File: src/rtl/mem_bus_sequencer.sv
// Memory bus sequencer: time-shares the address/data buses between instruction
// fetch (PC) and data load/store (transfer register) as a registered Moore FSM.
module mem_bus_sequencer #(
  parameter int DELAY_RISE         = 0,
  parameter int DELAY_FALL         = 0,
  parameter int READ_WAIT_CYCLES   = 0,
  parameter int WRITE_PULSE_CYCLES = 1,
  parameter int FLUSH_CYCLES       = 2
) (
  input  logic       CLK,
  input  logic       RST,
  input  logic       FETCH_EN,
  input  logic       HALT,
  input  logic       DATA_REQ,
  input  logic       DATA_WRITE,
  input  logic       BRANCH,
  output logic       PC_ASSERT_bar,
  output logic       TX_ASSERT_ADDR_bar,
  output logic       MEM_OE_bar,
  output logic       MEM_WE_bar,
  output logic       DISPATCH_bar,
  output logic       PC_TICK,
  output logic       PIPELINE_CANCEL,
  output logic       STALL,
  output logic       DATA_ACK,
  output logic [2:0] STATE
);

  // Delays belong to the gate model only; they just have to be sane here.
  if (DELAY_RISE < 0 || DELAY_FALL < 0) begin : g_bad_delay
    $error("mem_bus_sequencer: negative output delay");
  end
  if (READ_WAIT_CYCLES < 0 || READ_WAIT_CYCLES > 14) begin : g_bad_read_wait
    $error("mem_bus_sequencer: READ_WAIT_CYCLES must be 0..14");
  end
  if (WRITE_PULSE_CYCLES < 1 || WRITE_PULSE_CYCLES > 15) begin : g_bad_write_pulse
    $error("mem_bus_sequencer: WRITE_PULSE_CYCLES must be 1..15");
  end
  if (FLUSH_CYCLES < 1 || FLUSH_CYCLES > 15) begin : g_bad_flush
    $error("mem_bus_sequencer: FLUSH_CYCLES must be 1..15");
  end

  localparam logic [3:0] RD_LOAD = 4'(READ_WAIT_CYCLES + 1);
  localparam logic [3:0] WR_LOAD = 4'(WRITE_PULSE_CYCLES);
  localparam logic [3:0] FL_LOAD = 4'(FLUSH_CYCLES);

  typedef enum logic [2:0] {
    S_IDLE         = 3'd0,
    S_FETCH        = 3'd1,
    S_DATA_SETUP   = 3'd2,
    S_DATA_ACCESS  = 3'd3,
    S_DATA_RECOVER = 3'd4,
    S_FLUSH        = 3'd5
  } state_t;

  state_t     state_q, state_d;
  logic [3:0] cnt_q, cnt_d;
  logic       pend_q, pend_d;   // branch taken while the bus was busy with data
  logic       wr_q, wr_d;       // latched DATA_WRITE of the current access
  logic       halt_q, halt_d;   // HALT observed while flushing

  always_ff @(posedge CLK or posedge RST) begin
    if (RST) begin
      state_q <= S_IDLE;
      cnt_q   <= 4'd0;
      pend_q  <= 1'b0;
      wr_q    <= 1'b0;
      halt_q  <= 1'b0;
    end else begin
      state_q <= state_d;
      cnt_q   <= cnt_d;
      pend_q  <= pend_d;
      wr_q    <= wr_d;
      halt_q  <= halt_d;
    end
  end

  always_comb begin
    state_d = state_q;
    cnt_d   = cnt_q;
    pend_d  = pend_q;
    wr_d    = wr_q;
    halt_d  = halt_q;
    case (state_q)
      S_IDLE: begin
        if (FETCH_EN && !HALT) state_d = S_FETCH;
      end
      S_FETCH: begin
        if (BRANCH) begin
          state_d = S_FLUSH;
          cnt_d   = FL_LOAD;
          halt_d  = HALT;
          pend_d  = 1'b0;
        end else if (HALT) begin
          state_d = S_IDLE;
        end else if (DATA_REQ) begin
          state_d = S_DATA_SETUP;
          wr_d    = DATA_WRITE;
        end else if (!FETCH_EN) begin
          state_d = S_IDLE;
        end
      end
      S_DATA_SETUP: begin
        state_d = S_DATA_ACCESS;
        cnt_d   = wr_q ? WR_LOAD : RD_LOAD;
        if (BRANCH) pend_d = 1'b1;
      end
      S_DATA_ACCESS: begin
        if (BRANCH) pend_d = 1'b1;
        cnt_d = cnt_q - 4'd1;
        if (cnt_q == 4'd1) state_d = S_DATA_RECOVER;
      end
      S_DATA_RECOVER: begin
        // A branch arriving in this last cycle must not be lost.
        if (pend_q || BRANCH) begin
          state_d = S_FLUSH;
          cnt_d   = FL_LOAD;
          halt_d  = HALT;
          pend_d  = 1'b0;
        end else if (HALT) begin
          state_d = S_IDLE;
        end else begin
          state_d = S_FETCH;
        end
      end
      S_FLUSH: begin
        halt_d = halt_q | HALT;
        if (BRANCH) begin
          cnt_d = FL_LOAD;
        end else if (cnt_q == 4'd1) begin
          state_d = (halt_q || HALT) ? S_IDLE : S_FETCH;
          halt_d  = 1'b0;
        end else begin
          cnt_d = cnt_q - 4'd1;
        end
      end
      default: begin
        state_d = S_IDLE;
        cnt_d   = 4'd0;
        pend_d  = 1'b0;
        halt_d  = 1'b0;
      end
    endcase
  end

  always_comb begin
    PC_ASSERT_bar      = 1'b0;
    TX_ASSERT_ADDR_bar = 1'b1;
    MEM_OE_bar         = 1'b0;
    MEM_WE_bar         = 1'b1;
    DISPATCH_bar       = 1'b1;
    PC_TICK            = 1'b0;
    PIPELINE_CANCEL    = 1'b0;
    STALL              = 1'b0;
    DATA_ACK           = 1'b0;
    case (state_q)
      S_FETCH: begin
        DISPATCH_bar = 1'b0;
        PC_TICK      = 1'b1;
      end
      S_DATA_SETUP: begin
        PC_ASSERT_bar      = 1'b1;
        TX_ASSERT_ADDR_bar = 1'b0;
        MEM_OE_bar         = wr_q;
        STALL              = 1'b1;
      end
      S_DATA_ACCESS: begin
        PC_ASSERT_bar      = 1'b1;
        TX_ASSERT_ADDR_bar = 1'b0;
        MEM_OE_bar         = wr_q;
        MEM_WE_bar         = !wr_q;
        STALL              = 1'b1;
      end
      S_DATA_RECOVER: begin
        PC_ASSERT_bar      = 1'b1;
        TX_ASSERT_ADDR_bar = 1'b0;
        MEM_OE_bar         = wr_q;
        STALL              = 1'b1;
        DATA_ACK           = 1'b1;
      end
      S_FLUSH: begin
        PIPELINE_CANCEL = 1'b1;
      end
      default: ;
    endcase
  end

  assign STATE = state_q;

endmodule
File: config.mk
export PLATFORM = sky130hd
export DESIGN_NAME = mem_bus_sequencer
export DESIGN_NICKNAME = d
export VERILOG_FILES = /design/src/rtl/mem_bus_sequencer.sv
export SDC_FILE = /design/constraint.sdc
export NUM_CORES = 1
export LEC_CHECK = 0
export CORE_MARGIN = 10
export CORE_UTILIZATION = 45
export DETAILED_ROUTE_END_ITERATION = 16
export GPL_TIMING_DRIVEN = 0
export PLACE_DENSITY_LB_ADDON = 0.08
export SLEW_MARGIN = 10
export SYNTH_ARGS = -nofsm -noshare
export SYNTH_HDL_FRONTEND = slang
export SYNTH_SLANG_ARGS = --single-unit
File: constraint.sdc
create_clock -name CLK -period 2.7 [get_ports CLK]
set_input_delay 0.54 -clock CLK [delete_from_list [all_inputs] [get_ports CLK]]
set_output_delay 0.54 -clock CLK [all_outputs]
set_load 0.01 [all_outputs]
Word level (Yosys, flattened, before mapping) --
Cells that the tools add are included.
Word-level totals: register bits after elaboration 10, input port bits 7, output and inout port bits 12, word-level logic and storage cells 76
Operators by class: add/subtract/negate cells 1, equal/unequal tests 15, multiplexer cells 34, bitwise operators 6, reduce and logical (&&, ||, !) cells 15
Operators with widths (number):
- $mux 3 | 9
- $pmux 4 s6 | 1
- $pmux 3 s6 | 1
- $mux 1 | 17
- $mux 4 | 4
- $ne 2x2->1 const B | 6
- $reduce_and 4->1 | 3
- $pmux 1 s4 | 2
- $eq 3x2->1 const B | 2
- $eq 3x3->1 const B | 2
- $reduce_or 3->1 | 2
- $ne 5x5->1 const B | 1
- $not 1->1 | 5
- $reduce_and 5->1 | 1
- $eq 4x1->1 const B | 1
- $reduce_or 2->1 | 2
- $sub 4x1->4 const B | 1
- $eq 3x1->1 const B | 1
- $logic_not 3->1 | 1
- $ne 3x3->1 const B | 1
- $reduce_and 3->1 | 1
- $logic_not 1->1 | 2
- $logic_or 1x1->1 | 2
- $ne 2x1->1 const B | 1
- other kinds (2) | 2

Depth between registers and ports, before layout --
depth in word-level cells 5, gate-level depth with buffers 7, gate-level depth less buffers 6

Least setup slack after synthesis --
No wires, ideal clock.
path kind register to output, start point reg state_q[0], in the netlist STATE[0], end point out STALL, data arrival time 1.369 ns, data required time 2.160 ns, setup slack 0.791 ns, cell stages (with the launch flop) 8, path buffers 2, path through dfrtp_1 buf_6 nor2_1 nand2_1 inv_1 nor2_1 inv_1 buf_4
On the way: cells in the longest elaborated chain, start to end 3, elaborated cells on any way between the ends 5, classes of those cells 3 x eq/ne; 1 x mux; 1 x reduce/logical
Ends and longest elaborated chain:
- start, declared | RTL line 56 | state_t state_q, state_d;
- start signal, assigned | RTL line 70 | state_q <= state_d;
- $eq 3x3->1 / $eq 3x2->1 (equally long branches)
- $reduce_or 3->1 (no line) *
- $mux 1 *
- end, declared | RTL line 24 | output logic STALL,
Every way passes the cells marked *; elsewhere a longest branch is shown, timed or not.

Worst setup path after layout --
start point reg state_q[0], in the netlist STATE[0], end point out STALL
On the way: cells in the longest elaborated chain, start to end 3, elaborated cells on any way between the ends 5, classes of those cells 3 x eq/ne; 1 x mux; 1 x reduce/logical
Ends and longest elaborated chain:
- $eq 3x3->1 / $eq 3x2->1 (equally long branches) | RTL line 156 | case (state_q)
- $reduce_or 3->1 (no line) *
- $mux 1 * | RTL line 156
Marks and branches as above.

==> impl_results.md <==
- Status: complete, no violations
- DRC errors left: 0
- Max-Cap Viols: 0
- Top area cells in the synthesized netlist: dfrtp_1 32%, o21ai_0 6.5%, inv_1 3.4%, nand2_1 3.4%, ha_1 3.2%
- WHS: slightly above 500 ps
- Num CTS Buffers: 3
- # H-tree levels: 1
- Crit path from: STATE[0]
- Number of routed nets with antenna violations: 0
- IO Count: 19
- Tmin final: 2540 ps
- Initial antenna violation count: 0
- Resized Gates After CTS: 0
- Final net count: approximately 120
- WP data arrival: about 2000 ps
- Clk sink count: 10
- Total of warnings raised by yosys: 0
- Synth Instances: 90
- Flop pwr share: 0.232
- Area share of the largest cell type after synthesis: 0.323
- Pins Over Slew Limit: 0
- Synth Area in XOR/XNOR: 0
- Skew-Pair Late Insertion Delay: roughly 270 ps
- Yosys top cell by area: dfrtp_1
- Worst Path Required: roughly 2200 ps
- CP Class: flip-flop to output port
- Synth Area in Simple Gates: 0.315
- Startpoint Class: flip-flop
- Switch share: 0.433
- Comb pwr share: 0.655
- LEAKAGE: roughly 0.46 nW
- Design Power: roughly 1.3 mW
- Hold Buf Count CTS: 0
- Via-per-instance ratio: about 5.9
- Largest family of logic cells by synthesized area: simple AND/OR/NAND/NOR gates
- Non-Filler Instances: 128
- Unique masters post-synth: 37
- Compound-Gate Fraction of Synth Area: 0.213
- Register area share after synthesis: 0.323
- Fraction of synthesized area in multiplexers: 0.0323
- Launching point of the worst reg2reg path: STATE[1]
- Final Hold Viols: 0
- Die height: around 62 µm
- Max stage delay cell, worst path: clkdlybuf4s50_1
- Post-DP HPWL: roughly 1600 µm
- Async set or reset register ratio after synthesis: 1.00
- Synthesized Nets: 99
- Final setup violation count: 0
- CTS tree: yes
- Area delta synth->final: 31.8%
- Avg Inst Size Synth: about 8.6 µm²
- Pin count of the biggest net entering global routing: 11
- Port Buffer Count: 18
- Cell Area, Synth: 776 µm²
- Kind of cell adding the most delay to the critical path: buffers and inverters
- VDD IR max: 0.610 mV
- Startpoint of the worst hold path: halt_q
- Int Pwr: 0.710 mW
- Gr busiest metal: met2
- Starting DRT DRC Count: 23
- Vias in the first global route: about 700
- Die area: around 3800 µm²
- Power Density: ~1200 nW/µm²
- Post-synth EDFFs: 0
- Overflow after GRT: 0
- Pre-antenna DRT Iters: 4
- Crit. End Element: output port
- Row count: 14
- Clk buf depth: 2
- Synth Area in Adders: 0.0323
- Met1 Resource Use GR: 0.144
- Met2 Usage GRT: 0.165
- RSZ-0062 raised after global routing: no
- Via count: 759
- First-pass GRT wire length: ~3300 µm
- CTS root buffer: clkbuf_4
- # diodes: 0
- Post-Route WL: 2030 µm
- Clock share of power: 0.112
- Setup Buffers After CTS: 0
- FF+latch count, synth: 10
- DP Cell Count: 124
- Slew @ Worst Pin: between 400 and 500 ps
- Core Box Area: 1580 µm²
- Initial cell density of the core: 0.492
- Slew headroom: 0.728
- Critical path buffer and inverter count: 5
- Crit path max fanout: 10
- Fmax: around 400 MHz
- Tot GR Track Use: 0.115
- Tightest Hold Check Type: flip-flop to flip-flop
- Largest stage delay, worst path: approximately 520 ps
- Layout cell share with drive strength beyond 1: 0.179
- DR WL/cell: roughly 16 µm
- Reg clk slew, reported paths: 80 ps
- RePlAce Congestion: around 0.87
- Layout Skew: ~3.4 ps
- Post-route setup TNS: 0 ps
- Finished Core Util: 0.648
- Met3 Use GR: 0.0576
- Period Utilization, post-route: 0.939
- Critical path's most frequent cell: inv_1
- Critical path cell sequence: buf_6 -> nor2_2 -> nand2_1 -> inv_1 -> nor2_1 -> inv_1 -> buf_4 -> clkdlybuf4s50_1
- Switching power total: about 0.54 mW
- Commonest register cell after synthesis: dfrtp_1
- Die Wd: 61.5 µm
==> synth_stat cells, drive strengths merged, types with 2 or more instances <==
library cell and n:
nand3b 3, nor3 2, inv 8, buf 5, a221o 2, a211oi 2, nor4b 2, nor4 2
a21oi 3, dfrtp 10, ha 2, o21ai 10, nand2 7, nand2b 4, o2bb2ai 2, nor2 7
nor2b 4, nor3b 2
==> layout by cell type (no fill, tap or decap), types with 2 or more instances in the layout <==
cell type / instances
clkdlybuf4s50_1: 18
nor2b_1: 3
nor3b_1: 2
o21ai_0: 10
nand2_1: 7
a21oi_1: 3
o2bb2ai_1: 2
a221o_1: 2
nand2b_1: 3
nand3b_1: 3
ha_1: 2
clkbuf_4: 3
buf_2: 2
a211oi_1: 2
dfrtp_1: 10
inv_1: 7
nor2_1: 5
buf_4: 2
nor4_1: 2
nor3_1: 2
==> flip-flops by register name, summed over array words and instances (netlist names) <==
signal	flops
cnt_q	4
STATE	3
halt_q	1
pend_q	1
wr_q	1
==> cell families after synthesis <==
logic type               after synthesis
AO/OA/AOI/OAI                         25
adder cells (fa/ha/maj)                2
buffers and inverters                 13
flip-flops                            10
multiplexers                           2
AND/OR/NAND/NOR                       38
==> worst paths after layout <==
check                      endpoint  depth (start not counted)  slack, ps
setup / recovery              STALL                          8        160
hold / removal               halt_q                          2        520
setup reg to reg               wr_q                          5        970
hold reg to reg              halt_q                          2        520
max in group asynchronous  cnt_q[0]                          2       1860
min in group asynchronous    pend_q                          2        550
==> metrics by stage <==
step                setup WS, ps  instance area, µm²
floorplan                    791                 776
CTS                         28.9                1010
finish                       164                1020
global route                53.6                1020
global placement             334                 976
detailed placement           329                 976
==> power groups by stage <==
stage	Sequential, mW	Clock (mW)	Combinational [mW]
after floorplan	0.284	0	0.508
after global placement	0.289	0	0.795
after detailed placement	0.292	0	0.801
after CTS	0.289	0.143	0.806
after global routing	0.302	0.154	0.892
final	0.290	0.141	0.821
==> routing by layer <==
layer	share of wire	vias to the layer above	wire length [µm]
li1	-	362	-
met1	0.44	348	888
met2	0.42	41	851
met3	0.13	8	261
met4	0.013	0	26
met5	0	-	0
==> final cells by class <==
| cell class | count | area [µm²] |
|---|---|---|
| Tap cell | 16 | 20.0 |
| Fill cell | 132 | 554 |
| Sequential cell | 10 | 250 |
| Multi-Input combinational cell | 67 | 469 |
| Inverter | 8 | 30.0 |
| Timing Repair Buffer | 18 | 180 |
| Buffer | 5 | 36.3 |
| Clock buffer | 4 | 36.3 |
==> worst min-delay path, delay by kind of cell (launching register included) <==
kind,cells,cell delay [ps]
flops,1,350
compound gates,2,130
Note: power is estimated with default switching activity, not from simulation.
